### config.mk
export PLATFORM = sky130hd
export DESIGN_NAME = ad_ip_jesd204_tpl_adc_pn_sequencer
export DESIGN_NICKNAME = d
export VERILOG_FILES = /design/src/rtl/ad_ip_jesd204_tpl_adc_pkg.sv /design/src/rtl/ad_ip_jesd204_tpl_adc_pn_fail_acc.sv /design/src/rtl/ad_ip_jesd204_tpl_adc_pn_sequencer.sv
export SDC_FILE = /design/constraint.sdc
export NUM_CORES = 1
export LEC_CHECK = 0
export BUFFER_PORTS_ARGS = -buffer_cell sky130_fd_sc_hd__buf_2
export CELL_PAD_IN_SITES_DETAIL_PLACEMENT = 0
export CELL_PAD_IN_SITES_GLOBAL_PLACEMENT = 1
export CORE_UTILIZATION = 41
export DETAILED_ROUTE_END_ITERATION = 10
export PLACE_DENSITY_LB_ADDON = 0.15
export SLEW_MARGIN = 10
export SYNTH_ARGS = -nofsm -noshare
export SYNTH_HDL_FRONTEND = slang
export SYNTH_SLANG_ARGS = --single-unit
export TNS_END_PERCENT = 5
### constraint.sdc
create_clock -name clk -period 2.4 [get_ports clk]
set_input_delay 0.24 -clock clk [delete_from_list [all_inputs] [get_ports clk]]
set_output_delay 0.24 -clock clk [all_outputs]
set_load 0.005 [all_outputs]
### src/rtl/ad_ip_jesd204_tpl_adc_pkg.sv
// Shared encodings and helpers for the TPL ADC PN-pattern sequencer.
package ad_ip_jesd204_tpl_adc_pkg;

  typedef enum logic [2:0] {
    ST_IDLE   = 3'd0,
    ST_APPLY  = 3'd1,
    ST_SETTLE = 3'd2,
    ST_DWELL  = 3'd3,
    ST_NEXT   = 3'd4,
    ST_DONE   = 3'd5
  } state_e;

  localparam logic [3:0] PN_SEL_PN9  = 4'd0;
  localparam logic [3:0] PN_SEL_PN23 = 4'd1;

  function automatic int cnt_width(input int max_val);
    return (max_val < 1) ? 1 : $clog2(max_val + 1);
  endfunction

endpackage

### src/rtl/ad_ip_jesd204_tpl_adc_pn_fail_acc.sv
// Sticky per-pattern fail flags for one channel; flag idx_i is set on an enabled error beat.
module ad_ip_jesd204_tpl_adc_pn_fail_acc #(
  parameter int NUM_PATTERNS = 2,
  parameter int IDX_W        = 1
) (
  input  logic                    clk,
  input  logic                    resetn,
  input  logic                    clr_i,
  input  logic                    en_i,
  input  logic [IDX_W-1:0]        idx_i,
  input  logic                    err_i,
  output logic [NUM_PATTERNS-1:0] fail_o
);

  logic [NUM_PATTERNS-1:0] fail_q;

  always_ff @(posedge clk or negedge resetn) begin
    if (!resetn) begin
      fail_q <= '0;
    end else if (clr_i) begin
      fail_q <= '0;
    end else if (en_i && err_i) begin
      for (int p = 0; p < NUM_PATTERNS; p++) begin
        if (idx_i == IDX_W'(p)) fail_q[p] <= 1'b1;
      end
    end
  end

  assign fail_o = fail_q;

endmodule

### src/rtl/ad_ip_jesd204_tpl_adc_pn_sequencer.sv
// Steps all channels through PATTERN_LIST, settling then dwelling on each pattern,
// and records sticky per-channel/per-pattern PN fail flags. Passes cfg through when idle.
module ad_ip_jesd204_tpl_adc_pn_sequencer
  import ad_ip_jesd204_tpl_adc_pkg::*;
#(
  parameter int                      NUM_CHANNELS   = 1,
  parameter int                      NUM_PATTERNS   = 2,
  parameter logic [NUM_PATTERNS*4-1:0] PATTERN_LIST = {PN_SEL_PN23, PN_SEL_PN9},
  parameter int                      SETTLE_CYCLES  = 64,
  parameter int                      DWELL_CYCLES   = 1024,
  parameter int                      TIMEOUT_CYCLES = 65536
) (
  input  logic                               clk,
  input  logic                               resetn,
  input  logic [NUM_CHANNELS*4-1:0]          cfg_pn_seq_sel,
  input  logic                               start,
  input  logic                               abort,
  input  logic                               link_valid,
  input  logic [NUM_CHANNELS-1:0]            pn_err,
  input  logic [NUM_CHANNELS-1:0]            pn_oos,
  output logic [NUM_CHANNELS*4-1:0]          pn_seq_sel,
  output logic                               busy,
  output logic                               done,
  output logic                               aborted,
  output logic                               timeout,
  output logic                               result_valid,
  output logic [NUM_CHANNELS*NUM_PATTERNS-1:0] fail
);

  localparam int IDX_W    = (NUM_PATTERNS > 1) ? $clog2(NUM_PATTERNS) : 1;
  localparam int BEAT_MAX = (SETTLE_CYCLES > DWELL_CYCLES) ? SETTLE_CYCLES : DWELL_CYCLES;
  localparam int BEAT_W   = cnt_width(BEAT_MAX);
  localparam int WD_W     = cnt_width(TIMEOUT_CYCLES);

  localparam logic [BEAT_W-1:0] SETTLE_LAST = BEAT_W'(SETTLE_CYCLES - 1);
  localparam logic [BEAT_W-1:0] DWELL_LAST  = BEAT_W'(DWELL_CYCLES - 1);
  localparam logic [WD_W-1:0]   WD_LAST     = WD_W'(TIMEOUT_CYCLES - 1);
  localparam logic [IDX_W-1:0]  IDX_LAST    = IDX_W'(NUM_PATTERNS - 1);

  state_e                    state_q;
  logic [IDX_W-1:0]          idx_q;
  logic [BEAT_W-1:0]         beat_q;
  logic [WD_W-1:0]           wd_q;
  logic [NUM_CHANNELS*4-1:0] pn_q;
  logic                      busy_q, done_q, aborted_q, timeout_q, rv_q;
  logic [3:0]                pat_sel;
  logic                      acc_clr, acc_en;

  always_comb begin
    pat_sel = '0;
    for (int i = 0; i < NUM_PATTERNS; i++) begin
      if (idx_q == IDX_W'(i)) pat_sel = PATTERN_LIST[i*4 +: 4];
    end
  end

  assign acc_clr = (state_q == ST_IDLE) && start && !abort;
  assign acc_en  = (state_q == ST_DWELL) && link_valid && !abort;

  always_ff @(posedge clk or negedge resetn) begin
    if (!resetn) begin
      state_q   <= ST_IDLE;
      idx_q     <= '0;
      beat_q    <= '0;
      wd_q      <= '0;
      pn_q      <= '0;
      busy_q    <= 1'b0;
      done_q    <= 1'b0;
      aborted_q <= 1'b0;
      timeout_q <= 1'b0;
      rv_q      <= 1'b0;
    end else begin
      done_q    <= 1'b0;
      aborted_q <= 1'b0;
      case (state_q)
        ST_IDLE: begin
          pn_q <= cfg_pn_seq_sel;
          if (start && !abort) begin
            timeout_q <= 1'b0;
            rv_q      <= 1'b0;
            idx_q     <= '0;
            busy_q    <= 1'b1;
            state_q   <= ST_APPLY;
          end
        end
        ST_DONE: begin
          pn_q    <= cfg_pn_seq_sel;
          state_q <= ST_IDLE;
        end
        default: begin
          if (abort) begin
            aborted_q <= 1'b1;
            busy_q    <= 1'b0;
            state_q   <= ST_IDLE;
          end else if ((state_q == ST_SETTLE || state_q == ST_DWELL) && wd_q == WD_LAST) begin
            timeout_q <= 1'b1;
            aborted_q <= 1'b1;
            busy_q    <= 1'b0;
            state_q   <= ST_IDLE;
          end else begin
            case (state_q)
              ST_APPLY: begin
                pn_q    <= {NUM_CHANNELS{pat_sel}};
                beat_q  <= '0;
                wd_q    <= '0;
                state_q <= ST_SETTLE;
              end
              ST_SETTLE: begin
                wd_q <= wd_q + 1'b1;
                if (link_valid) begin
                  if (beat_q == SETTLE_LAST) begin
                    beat_q  <= '0;
                    state_q <= ST_DWELL;
                  end else begin
                    beat_q <= beat_q + 1'b1;
                  end
                end
              end
              ST_DWELL: begin
                wd_q <= wd_q + 1'b1;
                if (link_valid) begin
                  if (beat_q == DWELL_LAST) begin
                    beat_q  <= '0;
                    state_q <= ST_NEXT;
                  end else begin
                    beat_q <= beat_q + 1'b1;
                  end
                end
              end
              ST_NEXT: begin
                if (idx_q == IDX_LAST) begin
                  done_q  <= 1'b1;
                  rv_q    <= 1'b1;
                  busy_q  <= 1'b0;
                  state_q <= ST_DONE;
                end else begin
                  idx_q   <= idx_q + 1'b1;
                  state_q <= ST_APPLY;
                end
              end
              default: state_q <= ST_IDLE;
            endcase
          end
        end
      endcase
    end
  end

  // One accumulator per channel; flattened as fail[p*NUM_CHANNELS + c].
  logic [NUM_PATTERNS-1:0] acc_fail [NUM_CHANNELS];

  for (genvar c = 0; c < NUM_CHANNELS; c++) begin : g_ch
    ad_ip_jesd204_tpl_adc_pn_fail_acc #(
      .NUM_PATTERNS (NUM_PATTERNS),
      .IDX_W        (IDX_W)
    ) u_acc (
      .clk    (clk),
      .resetn (resetn),
      .clr_i  (acc_clr),
      .en_i   (acc_en),
      .idx_i  (idx_q),
      .err_i  (pn_err[c] | pn_oos[c]),
      .fail_o (acc_fail[c])
    );
    for (genvar p = 0; p < NUM_PATTERNS; p++) begin : g_pat
      assign fail[p*NUM_CHANNELS + c] = acc_fail[c][p];
    end
  end

  assign pn_seq_sel   = pn_q;
  assign busy         = busy_q;
  assign done         = done_q;
  assign aborted      = aborted_q;
  assign timeout      = timeout_q;
  assign result_valid = rv_q;

endmodule
-- After elaboration in Yosys (flattened, before gate mapping)
Cells that the tools add are included.
Widths: inputs -> output; s select.
- register bits: 43
- input bits: 11
- output and inout bits: 11
- logic and storage cells: 124
- add/subtract/negate cells: 3
- eq/ne operators: 20
- muxes and demuxes: 52
- bitwise operators: 5
- reduce and logical (&&, ||, !) cells: 32
- operators by type and width (operator ; count):
    $mux 11 ; 4
    $pmux 17 s2 ; 1
    $pmux 11 s3 ; 1
    $mux 1 ; 26
    $mux 3 ; 8
    $add 17x1->17 const B ; 1
    $eq 17x16->1 const B ; 1
    $mux 4 ; 4
    $reduce_bool 2->1 ; 7
    $ne 6x3->1 const B ; 2
    $ne 6x4->1 const B ; 2
    $pmux 3 s4 ; 1
    $reduce_and 4->1 ; 3
    $reduce_and 6->1 ; 2
    $add 11x1->11 const B ; 1
    $eq 11x10->1 const B ; 1
    $eq 11x6->1 const B ; 1
    $ne 2x2->1 const B ; 5
    $reduce_and 5->1 ; 2
    $pmux 1 s2 ; 4
    $reduce_bool 4->1 ; 2
    $logic_and 1x1->1 ; 7
    $eq 3x2->1 const B ; 2
    $eq 3x3->1 const B ; 2
    14 further kinds ; 22

-- Depth between registers and ports, before layout
Gate-level depths: netlist (run 1).
- depth after elaboration: 7
- depth in mapped cells: 10
- depth with buffers taken out: 9

-- By module
From an unflattened synthesis (run 1), not the netlist that was laid out.
- cells, all modules: 255
- area total of the unflattened synthesis: 2334.7 µm²
- by module, submodules not included (module ; times used ; cells an instance ; area each (µm²) ; seq. area each (µm²)):
    ad_ip_jesd204_tpl_adc_pn_sequencer ; 1 ; 248 ; 2258.4 ; 1026.0
    ad_ip_jesd204_tpl_adc_pn_fail_acc ; 1 ; 7 ; 76.3 ; 50.0

-- Least setup slack after synthesis (run 1)
OpenSTA, ideal clock, no wires.
- path type: register to register
- start: register wd_q[0]
- end: register wd_q[13]
- setup time: 78 ps
- arrival: 2345 ps
- data required time: 2322 ps
- path slack: -23 ps
- cell stages (with the launch flop): 10
- buffers on the path: 0
- period minus slack after synthesis: 2423 ps
- path through: dfrtp_1 ha_1 nand2_1 or2_2 nor4_1 ha_1 nand2b_1 a2111o_1 or4_1 a21boi_1
- cells in the longest elaborated chain, start to end: 4
- elaborated cells between the ends (all ways): 6
- those cells by class: add/sub: 1; eq/ne: 1; mux: 1; bitwise: 1; reduce/logical: 2
- RTL lines (element ; line ; text):
    start, declared ; ad_ip_jesd204_tpl_adc_pn_sequencer.sv:43 ; logic [WD_W-1:0] wd_q;
    start signal, assigned ; ad_ip_jesd204_tpl_adc_pn_sequencer.sv:108 ; wd_q <= wd_q + 1'b1;
    start signal, assigned ; ad_ip_jesd204_tpl_adc_pn_sequencer.sv:119 ; wd_q <= wd_q + 1'b1;
    branches (longest 4 deep; another with $add 17x1->17) ; -- ;
Several ways; the timed one is not identified.
A chain may end at the register's enable or synchronous reset.

-- Worst setup path after layout (run 1)
Same ends and word-level chain as after synthesis.

==> impl_metrics.json, run 1 <==
{
  "grtUsageMet3": 0.0411,
  "drive_gt1_frac": 0.240,
  "io_buffer_count": 21,
  "grt_max_degree": 28,
  "ioPinCount": 22,
  "final_common_cell": "dfrtp_1",
  "grt_pass1_wl_um": 9850,
  "globalplace.congestion": 0.813,
  "dr.pass1.iters": 4,
  "utilization": 0.525,
  "ys_ff_latch": 43,
  "dp_hpwl_um": 4310,
  "synth_edf_count": 0,
  "worst_hold_startpoint": "start",
  "rows": 27,
  "grt_pass1_vias": 2050,
  "busiest_layer": "met2",
  "routed_wl_um": 5960,
  "grt_usage": 0.203,
  "crit_start": "wd_q[0]",
  "power.total_mw": 2.27,
  "wl_per_cell_um": 15.7,
  "drt_iter0_markers": 78,
  "multiInputGateArea_mm2": 0.00133,
  "outcome": "completed",
  "worst-setup-path-type": "register to register",
  "antennaDiodeCount": 0,
  "areaGrowthSynthToFinish_pct": 19.8,
  "r2r_start": "wd_q[0]",
  "setup_viol": 0,
  "min_path_type": "primary input to register",
  "fp.dieW_um": 79.6,
  "cp-start-kind": "register",
  "vias_per_cell": 5.82,
  "hold_viol": 0,
  "fmax_mhz": 422,
  "cp_data_required_time_ns": 2.63,
  "grt_overflow": 0,
  "synth_nets": 274,
  "ys_seq_area_frac": 0.436,
  "clk_latency_ns": 0.31,
  "relSlewSlack": 0.570,
  "start_util": 0.438,
  "p_leak_nw": 1.38,
  "finalCritPeriodShare": 0.988,
  "cts-root-buf": "clkbuf_8",
  "endpoint_kind": "register",
  "async_flop_share": 1.00,
  "slew_violations": 0,
  "ant_nets": 0,
  "syn_area_per_cell_um2": 9.50,
  "gr-usage-met2": 0.324,
  "use_met1": 0.274,
  "cts_tree": "built",
  "drc": 0,
  "rsz0062_at_grt": "true",
  "netlist_instances": 260,
  "antenna_found_initial": 0,
  "cts-htree-levels": 2,
  "synth_top_flop_cell": "dfrtp_1",
  "fp.dieH_um": 79.6,
  "power-per-cell-area_mw_per_mm2": 768,
  "fillers": 508,
  "maxCapViolCount": 0,
  "period_minus_slack_ns": 2.37,
  "numCtsBuffers": 5,
  "cts.sinks": 43,
  "vias": 2210,
  "final_nets": 321,
  "seq_area_mm2": 0.00108,
  "yosys_warnings": 0,
  "peakVddDrop_mv": 0.360,
  "cts.path.max_buffers": 2,
  "synth_area_mm2": 0.00247,
  "core-area_mm2": 0.00564,
  "fin_skew_ns": 0.0180,
  "crit_fanout": 5,
  "arrival_ns": 2.60,
  "die_area_mm2": 0.00634,
  "ys_types": 59,
  "path_clk_slew_ns": 0.09,
  "layout_common_cells": "dfrtp_1 (43), buf_4 (30), nand2_1 (25)",
  "worst_slew_pin_slew_ns": 0.644
}
-- Yosys cell counts (all sizes together) (5+ instances only) --
master   n  share of area
or2      5          0.013
dfrtp   43           0.44
nand2b  10          0.025
nor2b    5          0.013
nor2     6         0.0091
inv     10          0.015
nand2   26          0.040
nand3   15          0.030
a22oi    7          0.021
buf      6          0.017
o21ai   16          0.032
xor2     5          0.018
a22o     5          0.018
a21oi   13          0.026
mux2i    8          0.032
clkbuf   6         0.0091
-- power by group --
part | total [mW] | internal, mW | switching, mW
clock network | 0.464 | 0.205 | 0.259
registers | 0.975 | 0.854 | 0.121
logic | 0.832 | 0.377 | 0.455
total | 2.27 | 1.44 | 0.836
-- flip-flops by register name (all words and copies together) (netlist names), 2 cells and up --
| name | flops |
|---|---|
| g_ch.u_acc.fail_o | 2 |
| pn_seq_sel | 4 |
| beat_q | 11 |
| state_q | 3 |
| wd_q | 17 |
-- worst paths after layout --
kind	end	slack [ns]	cells after the start
worst min register to register	wd_q[16]	0.48	2
worst min-delay path	g_ch[0].u_acc.fail_o[1]	0.18	2
max in group asynchronous	beat_q[10]	1.31	3
worst max-delay path	wd_q[13]	0.03	9
min in group asynchronous	wd_q[15]	0.38	2
worst max register to register	wd_q[13]	0.03	9
-- logic make-up (layout without fill, tap and decap cells) --
logic type | count (synthesis) | in the layout | synth area share
buffers and inverters | 22 | 70 | 0.0410
multiplexers | 9 | 9 | 0.0370
adder cells (fa/ha/maj) | 3 | 3 | 0.0152
flip-flops | 43 | 43 | 0.436
AO/OA/AOI/OAI | 79 | 79 | 0.232
AND/OR/NAND/NOR | 98 | 98 | 0.218
XOR/XNOR | 6 | 6 | 0.0213
-- worst max-delay path: stages, from the launching register on --
cell,delay [ns]
dfrtp_1,0.39
ha_2,0.19
nand2_2,0.06
or2_4,0.12
nor4_2,0.04
ha_2,0.20
nand2b_4,0.17
a2111o_1,0.48
or4_1,0.52
a21boi_1,0.13
-- per-stage QoR --
stage               area, µm²  cells  TNS, ns  setup WS [ns]  hold WS [ns]
finish                   2960    380        0         0.0279         0.182
global route             2960    380  -0.0789        -0.0435         0.187
CTS                      2900    377        0        0.00600         0.173
detailed placement       2810    368        0         0.0319         0.192
global placement         2810    368        0         0.0807         0.194
floorplan                2480    260        0         0.0336       -0.0556
-- what timing repair did --
| item | CTS | global route |
|---|---|---|
| endpoints found under the hold margin | 16 | 0 |
| hold buffers | 1 | 0 |
| gates resized for setup | 0 | 8 |
| setup buffers | 0 | 3 |
| setup endpoints to repair | 0 | 25 |
-- layer usage --
metal | share of wire | up-vias
li1 | - | 1074
met1 | 0.47 | 1087
met2 | 0.49 | 41
met3 | 0.026 | 8
met4 | 0.014 | 0
met5 | 0 | -
-- cell type report --
type / count / share of cell area
Multi-Input combinational cell: 195 / 0.451
Inverter: 10 / 0.0127
Sequential cell: 43 / 0.364
Timing Repair Buffer: 52 / 0.115
Tap cell: 72 / 0.0304
Clock inverter: 1 / 0.00169
Clock buffer: 7 / 0.0258
(Power assumes the default switching activity.)
==> run 2: changes to the inputs <==
==> constraint.sdc (replaced) <==
create_clock -name clk -period 2.1 [get_ports clk]
set_input_delay 0.21 -clock clk [delete_from_list [all_inputs] [get_ports clk]]
set_output_delay 0.21 -clock clk [all_outputs]
set_load 0.005 [all_outputs]
==> run 2 against run 1 <==
Compared with the run above: clock power increased by 11%; sequential power grew 14%; register-to-register slack worse by 0.23 ns; the run now ends with negative hold slack, negative setup slack left; non-clock buffer count rose by 15; highest routed layer unchanged; sequential cell count unchanged; core utilization rose by 3.1 points; combinational power grew 26%; cell count increased by 3.9%; via count shrank 1.0%; largest power group unchanged; die area is the same.
==> impl_metrics.json, run 2 (synthesized netlist as in run 1, its figures left out) <==
{
  "fillers": 536,
  "cp-start-kind": "register",
  "stdcell_count": 395,
  "cts.path.max_buffers": 2,
  "rsz0062_at_grt": "true",
  "areaGrowthSynthToFinish_pct": 26.9,
  "grt_pass1_vias": 2273,
  "grt_max_degree": 44,
  "drive_gt1_frac": 0.307,
  "io_buffer_count": 21,
  "path_clk_slew_ns": 0.08,
  "fin_skew_ns": 0.00443,
  "globalplace.congestion": 0.811,
  "finalCritPeriodShare": 1.10,
  "cts_tree": "built",
  "cts-root-buf": "clkbuf_8",
  "grt_pass1_wl_um": 10800,
  "numCtsBuffers": 5,
  "antennaDiodeCount": 0,
  "worst_slack_ns": -0.203,
  "dp.cells": 386,
  "seq_area_mm2": 0.00108,
  "dr.pass1.iters": 4,
  "min_path_type": "primary input to async pin",
  "cts.sinks": 43,
  "holdWs_ns": -0.0246,
  "arrival_ns": 2.53,
  "fp.dieW_um": 79.6,
  "grt_usage": 0.219,
  "antenna_found_initial": 0,
  "core-area_mm2": 0.00564,
  "vias": 2188,
  "endpoint_kind": "register",
  "slew_violations": 0,
  "layout_common_cells": "buf_4 (45), dfrtp_1 (43), nand2_1 (25)",
  "crit_fanout": 5,
  "drt_iter0_markers": 96,
  "rows": 27,
  "maxCapViolCount": 0,
  "ioPinCount": 22,
  "worst-setup-path-type": "register to register",
  "peakVddDrop_mv": 0.424,
  "p_leak_nw": 1.50,
  "multiInputGateArea_mm2": 0.00139,
  "relSlewSlack": 0.611,
  "hold_viol": 24,
  "vias_per_cell": 5.54,
  "drc": 0,
  "dp_hpwl_um": 4390,
  "routed_wl_um": 5980,
  "cts-htree-levels": 2,
  "cp_data_required_time_ns": 2.33,
  "fp.dieH_um": 79.6,
  "outcome": "finished with violations",
  "clk_latency_ns": 0.29,
  "final_common_cell": "buf_4",
  "fmax_mhz": 434,
  "pre_cts_slack_ns": -0.312,
  "power.total_mw": 2.67,
  "regMostFlops": "wd_q",
  "ant_nets": 0,
  "period_minus_slack_ns": 2.30,
  "largest_reg_flops": 17,
  "tns_ns": -0.906,
  "start_util": 0.438,
  "violations": "negative hold slack, negative setup slack",
  "die_area_mm2": 0.00634,
  "worst_slew_pin_slew_ns": 0.582,
  "wl_per_cell_um": 15.1,
  "cts_hold_buf": 0,
  "utilization": 0.556,
  "setup_viol": 14,
  "final_nets": 336,
  "rrSetupSlack_ns": -0.20,
  "grt_overflow": 0,
  "power-per-cell-area_mw_per_mm2": 853
}
==> run 2: cell types whose count changed in the layout (fill, tap and decap cells not counted), moves of 2 or more <==
cell / before / now
a21boi_0: 2 / 0
a21boi_2: 0 / 2
buf_4: 30 / 45
o21ai_0: 16 / 13
o21ai_1: 0 / 2
==> run 2: worst max-delay path: stages (launching register included) <==
cell      delay, ns
dfrtp_1        0.39
ha_2           0.20
nand2_2        0.06
or2_4          0.12
nor4_4         0.04
ha_2           0.21
nand2b_4       0.15
a2111o_1       0.43
or4_4          0.50
a21boi_2       0.14
==> run 2: worst paths after layout <==
path                                      endpoint      from  cells past startpoint
hold reg to reg                           wd_q[16]  wd_q[16]                      2
setup / recovery                          wd_q[13]   wd_q[1]                      9
max in group asynchronous            pn_seq_sel[0]    resetn                      2
min in group clk           g_ch[0].u_acc.fail_o[1]     start                      2
hold / removal                            wd_q[12]    resetn                      2
setup reg to reg                          wd_q[13]   wd_q[1]                      9
==> run 2: area by class of cell <==
class / count / area share
timing repair buffer: 67 / 0.148
clock inverter: 1 / 0.00160
clock buffer: 7 / 0.0244
inverter: 10 / 0.0120
tap: 72 / 0.0287
sequential: 43 / 0.343
multi-input combinational: 195 / 0.442
==> run 2: power breakdown <==
group | leakage [nW] | switching (mW) | internal [mW]
combinational | 0.878 | 0.540 | 0.508
sequential | 0.581 | 0.135 | 0.976
clock | 0.0422 | 0.280 | 0.234
total | 1.50 | 0.956 | 1.72
==> run 2: metal layers <==
metal / track usage / wire length, µm
met5: 0 / 0
met3: 0.0377 / 114
met1: 0.286 / 2840
met4: 0.0618 / 52
met2: 0.370 / 2970
==> run 2: what timing repair did <==
action	4_1_cts	5_1_grt
endpoints found under the setup margin	32	32
pin swaps	5	4
setup buffers	1	0
resized for setup	12	10
==> run 2: stage by stage <==
stage          cell area (µm²)  hold slack [ns]
2_1_floorplan             2480          -0.0856
3_3_place_gp              2970            0.327
3_5_place_dp              2970            0.334
4_1_cts                   3100          0.00485
5_1_grt                   3130           0.0173
6_report                  3130          -0.0246
